<file path="src/rtl/picoview_pkg.sv">
// picoview_pkg
// Shared constants for the picoview control block: register indices used by
// the SPI register logic, control/status bit positions, and the depth of the
// sampler result FIFO.
package picoview_pkg;

  // Register indices
  localparam logic [3:0] REG_CONTROL    = 4'h0;
  localparam logic [3:0] REG_STATUS     = 4'h1;
  localparam logic [3:0] REG_RESULT     = 4'h2;
  localparam logic [3:0] REG_PRE_INPUT  = 4'h3;
  localparam logic [3:0] REG_POST_INPUT = 4'h4;
  localparam logic [3:0] REG_ID         = 4'hF;

  // Control register bit positions
  localparam int CONTROL_BIT_RUN        = 0;
  localparam int CONTROL_BIT_FIFO_CLEAR = 1;

  // Status register bit positions
  localparam int STATUS_BIT_BUSY          = 0;
  localparam int STATUS_BIT_FIFO_EMPTY    = 1;
  localparam int STATUS_BIT_FIFO_FULL     = 2;
  localparam int STATUS_BIT_FIFO_OVERFLOW = 3;

  // Result FIFO sizing
  localparam int RESULT_FIFO_DEPTH = 16;

endpackage

</file>
<file path="src/rtl/sat_counter.sv">
// sat_counter
// Up-counter that sticks at all-ones instead of wrapping.
// Ports:
//   clk    - system clock
//   reset  - synchronous, active-high reset (count to 0)
//   clear  - synchronous clear (count to 0), same effect as reset
//   en     - count-up enable for this cycle
//   value  - current count
module sat_counter #(
  parameter int WIDTH = 16
) (
  input  logic             clk,
  input  logic             reset,
  input  logic             clear,
  input  logic             en,
  output logic [WIDTH-1:0] value
);

  always_ff @(posedge clk) begin
    if (reset || clear) begin
      value <= '0;
    end else if (en && (value != '1)) begin
      value <= value + 1'b1;
    end
  end

endmodule

</file>
<file path="src/rtl/result_fifo.sv">
// result_fifo
// Circular buffer holding sampler results until the register logic reads
// them, so back-to-back sampler runs are not lost between host reads.
// Ports:
//   clk           - system clock
//   reset         - synchronous, active-high reset
//   result_ready  - strobe: result is valid and should be captured
//   result        - sampler result word
//   pop           - strobe: consume the head entry
//   clear         - strobe: flush contents and statistics
//   head_word     - oldest buffered entry, 0 when empty
//   empty / full  - occupancy flags
//   count         - number of buffered entries
//   overflow      - sticky: a result was dropped since last clear/reset
//   dropped_count - saturating count of dropped results
module result_fifo
  import picoview_pkg::*;
#(
  parameter int DEPTH      = RESULT_FIFO_DEPTH,
  parameter int WIDTH      = 32,
  parameter int DROP_WIDTH = 16
) (
  input  logic                     clk,
  input  logic                     reset,
  input  logic                     result_ready,
  input  logic [WIDTH-1:0]         result,
  input  logic                     pop,
  input  logic                     clear,
  output logic [WIDTH-1:0]         head_word,
  output logic                     empty,
  output logic                     full,
  output logic [$clog2(DEPTH):0]   count,
  output logic                     overflow,
  output logic [DROP_WIDTH-1:0]    dropped_count
);

  localparam int AW = $clog2(DEPTH);
  localparam int CW = AW + 1;
  localparam logic [CW-1:0] FULL_COUNT = CW'(DEPTH);

  logic [WIDTH-1:0] mem [DEPTH];
  logic [AW-1:0]    wr_ptr;
  logic [AW-1:0]    rd_ptr;

  logic pop_ok;
  logic push_ok;
  logic drop;
  logic flush;

  assign flush = reset || clear;

  assign empty = (count == '0);
  assign full  = (count == FULL_COUNT);

  // A pop frees a slot in the same cycle, so a full FIFO still accepts a
  // push when a valid pop coincides with it.
  assign pop_ok  = pop && !empty;
  assign push_ok = result_ready && (!full || pop_ok);
  assign drop    = result_ready && full && !pop_ok;

  assign head_word = empty ? '0 : mem[rd_ptr];

  // Storage is deliberately not reset; only the pointers and count are.
  always_ff @(posedge clk) begin
    if (!flush && push_ok) begin
      mem[wr_ptr] <= result;
    end
  end

  always_ff @(posedge clk) begin
    if (flush) begin
      wr_ptr   <= '0;
      rd_ptr   <= '0;
      count    <= '0;
      overflow <= 1'b0;
    end else begin
      if (push_ok) wr_ptr <= wr_ptr + 1'b1;
      if (pop_ok)  rd_ptr <= rd_ptr + 1'b1;
      case ({push_ok, pop_ok})
        2'b10:   count <= count + 1'b1;
        2'b01:   count <= count - 1'b1;
        default: count <= count;
      endcase
      if (drop) overflow <= 1'b1;
    end
  end

  sat_counter #(
    .WIDTH (DROP_WIDTH)
  ) u_drop_counter (
    .clk   (clk),
    .reset (reset),
    .clear (clear),
    .en    (drop),
    .value (dropped_count)
  );

endmodule

</file>
<file path="config.mk">
export PLATFORM = sky130hd
export DESIGN_NAME = result_fifo
export DESIGN_NICKNAME = d
export VERILOG_FILES = /design/src/rtl/picoview_pkg.sv /design/src/rtl/sat_counter.sv /design/src/rtl/result_fifo.sv
export SDC_FILE = /design/constraint.sdc
export NUM_CORES = 1
export LEC_CHECK = 0
export ABC_AREA = 1
export CORE_MARGIN = 1
export CORE_UTILIZATION = 55
export DETAILED_ROUTE_END_ITERATION = 8
export PLACE_DENSITY = 0.84
export SYNTH_ARGS = -nofsm -noshare
export SYNTH_HDL_FRONTEND = slang
export SYNTH_HIERARCHICAL = 1
export SYNTH_SLANG_ARGS = --single-unit
</file>
<file path="constraint.sdc">
create_clock -name clk -period 6.1 [get_ports clk]
set_clock_uncertainty 0.2 [all_clocks]
set_input_delay 0.915 -clock clk [delete_from_list [all_inputs] [get_ports clk]]
set_output_delay 0.915 -clock clk [all_outputs]
set_load 0.01 [all_outputs]
</file>
# --- After elaboration in Yosys (flattened, before gate mapping) ---
# Memory sizes are Yosys's and may differ from the RTL's. A register that Yosys moved wholly into a read port is not among the register bits.
# Cells that the tools add are included.
classes:
  add_sub_neg: 5
  eq_ne: 4
  mux: 6
  n_reduce_logical: 14
op_table:
  columns: ["cell", "n"]
  rows:
  - ["two-way mux 32 bit", 1]
  - ["adder 16 x 1 -> 16 bit (second input constant)", 1]
  - ["inequality test 16 bit (second input constant)", 1]
  - ["one-hot mux 5 bit (2 select lines)", 1]
  - ["adder 4 x 1 -> 4 bit (second input constant)", 2]
  - ["two-way mux 4 bit", 2]
  - ["logical AND 1 bit", 6]
  - ["adder 5 x 1 -> 5 bit (second input constant)", 1]
  - ["equality test 5 bit (second input constant)", 1]
  - ["logical NOT 5 bit", 1]
  - ["subtractor 5 x 1 -> 5 bit (second input constant)", 1]
  - ["logical NOT 1 bit", 4]
  - ["equality test 2 x 1 -> 1 bit (second input constant)", 1]
  - ["equality test 2 bit (second input constant)", 1]
  - ["logical OR 1 bit", 2]
  - ["two-way mux 1 bit", 2]
  - ["nonzero test 2 bit", 1]
totals:
  ff_bits: 30
  ramBits: 512
  inputBits: 37
  memories: 1
memory_table:
  columns: ["name", "words", "width", "read_ports", "rd_ports_with_merged_regs", "write_ports", "line", "rtl"]
  rows:
  - ["mem", 16, 32, 1, 1, 1, "result_fifo.sv:41", "logic [WIDTH-1:0] mem [DEPTH];"]

# --- Depth between registers and ports, before layout ---
# Gate-level depths: netlist of run 1.
depth:
  depth_word: 8
  ltp_mapped: 15
  ltp_nobuf: 15

# --- By module ---
# Netlist of run 1, hierarchy kept.
by_module_without_submodules:
  columns: ["mod", "instances", "cells_per_inst", "area_each_um2"]
  rows:
  - ["result_fifo", 1, 1543, 20905.0]
  - ["sat_counter", 1, 149, 950.9]

# --- Worst setup path after synthesis of run 1 ---
# No wires, ideal clock.
synth_timing:
  path_type: "input port to flip-flop"
  start: "input port clear"
  end: "memory mem[11][0] (enable)"
  t_arrival_ns: 2.784
  slack_ns: 2.695
  path_stages: 3
  n_path_buf: 0
  cell_sequence: "nor2_1 -> nand3_1 -> nor2_1"
synth_via:
  elab_chain_cells: 5
synth_rtl:
  columns: ["item", "line", "rtl"]
  rows:
  - ["from (decl)", "result_fifo.sv:28", "input logic clear,"]
  - ["logical OR 1 bit", "result_fifo.sv:50", "assign flush = reset || clear;"]
  - ["logical NOT 1 bit", "result_fifo.sv:65", "if (!flush && push_ok) begin"]
  - ["logical AND 1 bit", "result_fifo.sv:65", null]
  - ["two-way mux 1 bit", "result_fifo.sv:65", null]
  - ["two-way mux 1 bit (implied by the code)", "result_fifo.sv:66", "mem[wr_ptr] <= result;"]
  - ["to (decl)", "result_fifo.sv:41", null]
# Every way passes these cells.

==> results.py, run 1 <==
metrics = {
    "status": {
        "outcome": "completed",
    },
    "placement": {
        "place_area_um2": 23190,
        "dp_hpwl_um": 27130,
        "place.gp.congestion": 0.8283,
        "placed_cells": 2220,
        "io_buffers": 92,
    },
    "clock_tree": {
        "clockRootBuffer": "clkbuf_16",
        "clock-sinks": 546,
        "cts_hold_buf": 0,
        "clockBufferDepth": 3,
        "clk_latency_ns": 0.57,
        "cts_tree": "done",
        "clk_pin_slew_ns": 0.06,
        "htree_levels": 2,
        "cts_setup_buffers": 0,
        "cts.repair.resized": 0,
        "cts_buffers": 52,
    },
    "routing": {
        "drt-wirelength-per-cell_um": 23.00,
        "viasPerCell": 6.302,
        "drc_errors": 0,
        "totalWireLength_um": 53260,
        "drt-initial-drc-count": 2031,
        "via_count": 14595,
        "drt-pass1-iter-count": 6,
        "ant_nets": 0,
    },
    "pwr": {
        "ir_worst_vdd_uv": 291.8,
        "p_leak_uw": 0.007953,
        "powerDensity_nw_per_um2": 309.7,
    },
    "setup_path": {
        "crit_chain": "clkinv_2 -> buf_4 -> buf_4 -> o21ai_0 -> o221ai_1 -> nand3_1 -> a21oi_1 -> clkdlybuf4s50_1",
        "crit_fanout": 78,
        "cp-end-kind": "output port",
        "cpMostUsedCell": "buf_4",
        "crit_arrival_ns": 4.00,
        "slowest_delay_ns": 0.73,
        "crit_path_start_kind": "register",
        "critical-path-slowest-cell": "buf_4",
        "crit_type": "reg -> out",
        "critical_path_required_ns": 4.98,
    },
    "yosys": {
        "yosysSeqAreaShare_pct": 73.46,
        "synth_compound_gate_area_share_pct": 12.70,
        "synthMuxAreaShare_pct": 0,
        "syn_inst": 1692,
        "synth_ff_type": "edfxtp_1",
        "netlist-cell-type-count": 36,
        "synth-edff-count": 512,
        "syn_avg_cell_area_um2": 12.92,
        "synth_top_area_share_pct": 70.35,
        "synthesis.area_um2": 21860,
        "yosys-top-cells-count": "edfxtp_1 (512), nor2_1 (347), o21ai_0 (254)",
        "ys_top_cells_by_area": "edfxtp_1 (70%), nor2_1 (6.0%), o21ai_0 (5.8%)",
        "yosysWarnings": 6,
        "synth_top_area_cell": "edfxtp_1",
        "synth_adder_area_share_pct": 0.4580,
        "yosys.area_share.simple_pct": 9.692,
        "synth_nets": 1737,
        "synth_most_common_cell": "edfxtp_1",
        "ys_ff_latch": 546,
        "synth_xor_area_share_pct": 0.04007,
        "ys_async_sr_fraction_pct": 0,
        "synth_top_family_by_area": "compound AO/OA/AOI/OAI gates",
    },
    "global_routing": {
        "antenna_found_initial": 4,
        "grt_overflow_total": 0,
        "grt_max_degree": 257,
        "grt_pass1_vias": 14691,
        "grt_pass1_wl_um": 80990,
        "grtUsageTotal_pct": 26.14,
    },
    "layout": {
        "layout.nets": 1801,
        "area_growth_pct": 13.41,
        "fin_cells": 2316,
        "postLayoutCellArea_um2": 24790,
        "fillers": 2673,
        "drive_above_1_share_pct": 7.628,
    },
    "timing": {
        "max_slew_margin_pct": 23.03,
        "tightestPinTransition_ns": 1.155,
        "fmax_ghz": 0.1954,
        "fin_crit_sh_pct": 83.90,
        "rsz0062_at_grt": "false",
        "setup_tns_ns": 0,
        "slew_viol_final": 0,
        "hold_viol_final": 0,
        "layout_min_cycle_time_ns": 5.118,
        "setup_violations": 0,
    },
    "floorplan": {
        "ios": 93,
        "initial_utilization_pct": 56.16,
        "die_area_um2": 40540,
        "die_x_um": 201.3,
        "core_um2": 38920,
        "rows": 72,
        "die_h_um": 201.3,
    },
    "worst_hold_path": {
        "hp-class": "reg -> reg",
    },
    "flow_run": {
        "cap_violations": 0,
    },
}
-- kinds of logic after synthesis --
group / Yosys count
flip-flops: 546
AND/OR/NAND/NOR: 510
AO/OA/AOI/OAI: 469
buffers and inverters: 158
adder cells (fa/ha/maj): 8
XOR/XNOR: 1
-- state kept, by name, summed over array words and instances (netlist names), named ones only --
register,count
count,5
mem,512
overflow,1
rd_ptr,4
u_drop_counter/value,16
wr_ptr,4
-- per-stage QoR --
stage	hold WS, ns	power [uW]	setup WS [ns]	util, %
2_1_floorplan	0.2363	4477	2.695	-
3_3_place_gp	0.2486	4687	1.750	59.59
3_5_place_dp	0.2631	4708	1.736	59.59
4_1_cts	0.2729	7688	1.092	63.68
5_1_grt	0.3161	7859	0.7805	63.69
6_report	0.2767	7676	0.9824	63.69
-- power breakdown --
group / total [uW] / switching, uW / internal, uW
clock: 3040 / 1340 / 1690
sequential: 4120 / 12.3 / 4110
combinational: 520 / 340 / 180
total: 7680 / 1700 / 5980
-- cells in the final DEF (no fill, tap or decap), drive strengths merged, types with 47 or more instances in the layout --
cell type,synthesis,final
a21oi,51,51
nand2,66,66
o221ai,98,98
o21ai,287,287
nor2,355,355
nand3,79,79
inv,47,47
clkbuf,60,72
clkdlybuf4s50,0,92
edfxtp,512,512
-- metal layers --
metal	vias to the layer above	GRT usage, %	share of wire (%)
met3	161	5.556	12
met5	-	0	0.039
met4	4	11.36	3.9
li1	6444	-	-
met1	7009	33.41	36
met2	977	43.33	48
-- layout make-up --
class	count	area [um2]	area share [%]
diodes	2	5.005	0.02019
clock buffers	72	1396	5.633
clock inverters	22	195.2	0.7874
inverters	48	187.7	0.7572
multi-input cells	988	5122	20.67
flip-flops and latches	546	16060	64.81
well taps	518	648.1	2.615
repair buffers	120	1169	4.715
-- worst paths after layout --
kind	startpoint	cells past startpoint	slack (ns)	to
worst min register to register	rd_ptr[3]	2	0.28	register
worst max-delay path	register	8	0.98	head_word[10]
worst max register to register	count[0]	7	3.06	mem[14][1]
worst min-delay path	rd_ptr[3]	2	0.28	register
-- worst max-delay path: cells and delay by family, from the launching register on --
| family | cells | cell delay (ns) |
|---|---|---|
| AND/OR/NAND/NOR | 1 | 0.14 |
| AO/OA/AOI/OAI | 3 | 0.88 |
| buffers and inverters | 4 | 1.85 |
| flip-flops | 1 | 0.46 |
Power figures use the tool's default switching activity.
==> run 2: changes to the inputs <==
- clock period: 6.1 -> 5.3 ns (I/O delays scaled with it)
==> run 2 against run 1 <==
  * Sequential power up 15%
  * Sequential share of layout area about the same
  * Final area about the same
  * Highest routed layer is now met4
  * Die area unchanged
  * Largest cell class unchanged
==> results.py, run 2 (synthesis gave the netlist of run 1 again) <==
metrics = {
    "global_routing": {
        "grt_pass1_wl_um": 81140,
        "grt_pass1_vias": 14643,
        "grt_overflow_total": 0,
        "grtUsageTotal_pct": 26.04,
        "antenna_found_initial": 1,
        "grt_max_degree": 257,
    },
    "layout": {
        "final_common_cell": "edfxtp_1",
        "multi_input_area_um2": 5122,
        "largest_register": "mem",
        "final_cell_mix": "edfxtp_1 (512), nor2_1 (331), o21ai_0 (254), o221ai_1 (98), clkdlybuf4s50_1 (92)",
        "seqCellArea_um2": 16060,
        "layout.nets": 1791,
        "reg_top3": "mem x512, u_drop_counter/value x16, count x5",
        "fillers": 2651,
        "final_util_pct": 63.71,
        "area_growth_pct": 13.44,
        "largest_register_ffs": 512,
        "drive_above_1_share_pct": 7.619,
    },
    "status": {
        "outcome": "completed",
    },
    "floorplan": {
        "die_h_um": 201.3,
        "core_um2": 38920,
        "die_x_um": 201.3,
        "ios": 93,
        "die_area_um2": 40540,
        "rows": 72,
        "initial_utilization_pct": 56.16,
    },
    "routing": {
        "drt-initial-drc-count": 1964,
        "drt-pass1-iter-count": 7,
        "viasPerCell": 6.368,
        "totalWireLength_um": 53150,
        "via_count": 14673,
        "drc_errors": 0,
        "drt-wirelength-per-cell_um": 23.07,
        "ant_nets": 0,
    },
    "placement": {
        "io_buffers": 92,
        "place.gp.congestion": 0.8697,
        "dp_hpwl_um": 27200,
    },
    "setup_path": {
        "r2r-start": "count[0]",
        "reg2reg_slack_ns": 2.26,
        "r2r_end": "mem[15][18]",
        "worst_r2r_path_depth": 7,
        "crit_type": "reg -> out",
        "crit_path_start_kind": "register",
        "cp-end-kind": "output port",
        "crit_chain": "inv_2 -> buf_12 -> o21ai_0 -> o221ai_1 -> nand3_1 -> a21oi_1 -> clkdlybuf4s50_1",
        "crit_arrival_ns": 3.77,
        "critical-path-slowest-cell": "dfxtp_4",
        "crit_fanout": 83,
        "critical_path_required_ns": 4.30,
        "slowest_delay_ns": 0.60,
    },
    "timing": {
        "hold_viol_final": 0,
        "slew_viol_final": 0,
        "max_slew_margin_pct": 11.58,
        "setup_violations": 0,
        "setup_tns_ns": 0,
        "tightestPinTransition_ns": 1.323,
        "whs_ns": 0.2863,
        "fin_crit_sh_pct": 89.97,
        "rsz0062_at_grt": "false",
        "layout_min_cycle_time_ns": 4.769,
        "fmax_ghz": 0.2097,
    },
    "pwr": {
        "power_switching_uw": 2008,
        "p_int_uw": 7022,
        "swShare_pct": 22.24,
        "ir_worst_vdd_uv": 288.3,
        "combinationalPowerShare_pct": 6.7,
        "powerDensity_nw_per_um2": 364.2,
        "clockPowerShare_pct": 40.7,
        "seq_power_share_pct": 52.6,
        "p_leak_uw": 0.007947,
    },
    "flow_run": {
        "cap_violations": 0,
    },
    "clock_tree": {
        "cts_buffers": 53,
        "clk_pin_slew_ns": 0.06,
        "cts_setup_buffers": 0,
        "cts.repair.resized": 0,
        "clk_latency_ns": 0.60,
        "clockBufferDepth": 3,
        "clock-sinks": 546,
        "cts_tree": "done",
        "cts_hold_buf": 0,
        "htree_levels": 2,
        "clockRootBuffer": "clkbuf_16",
    },
    "worst_hold_path": {
        "hold_depth": 2,
        "hp-start": "overflow",
        "hp-class": "reg -> reg",
        "hold_path_end": "overflow",
    },
}
==> run 2: stage by stage <==
stage,setup slack [ns],instance area (um2),total power [uW],cells
floorplan,2.015,21860,5153,1692
global placement,1.341,23120,5406,2209
detailed placement,1.310,23120,5427,2209
CTS,0.6137,24790,9040,2303
global route,0.4319,24790,9240,2304
finish,0.5315,24790,9030,2304
==> run 2: power groups by stage <==
stage / combinational (uW) / clock (uW) / sequential [uW]
after floorplan: 323 / 0 / 4830
after global placement: 567 / 0 / 4840
after detailed placement: 586 / 0 / 4840
after CTS: 594 / 3700 / 4750
after global routing: 649 / 3840 / 4750
final: 605 / 3680 / 4750
==> run 2: metal layers <==
layer | track usage (%) | share of wire (%)
met1 | 34.41 | 38
met2 | 41.92 | 48
met3 | 4.940 | 11
met4 | 12.20 | 3.5
met5 | 0 | 0
==> run 2: cell type report <==
| cell class | count | area share [%] |
|---|---|---|
| multi-input combinational | 988 | 20.66 |
| clock buffer | 63 | 5.672 |
| sequential | 546 | 64.79 |
| inverter | 48 | 0.7469 |
| antenna | 1 | 0.01009 |
| tap | 518 | 2.614 |
| timing repair buffer | 109 | 4.431 |
| clock inverter | 31 | 1.075 |
==> run 2: critical path, delay by kind of cell, from the launching register on <==
family                 cells  cell delay [ns]
AND/OR/NAND/NOR            1             0.17
buffers and inverters      3             1.49
AO/OA/AOI/OAI              3             0.82
flip-flops                 1             0.60
==> run 2: worst max-delay path by stage <==
| stage | cells after the start | end | from | slack (ns) |
|---|---|---|---|---|
| after floorplan | 3 | mem[11][0] | clear | 2.01 |
| after global placement | 9 | head_word[15] | register | 1.34 |
| after detailed placement | 9 | head_word[22] | register | 1.31 |
| after CTS | 7 | head_word[30] | register | 0.61 |
| after global routing | 9 | head_word[8] | register | 0.43 |
| final | 7 | head_word[30] | register | 0.53 |
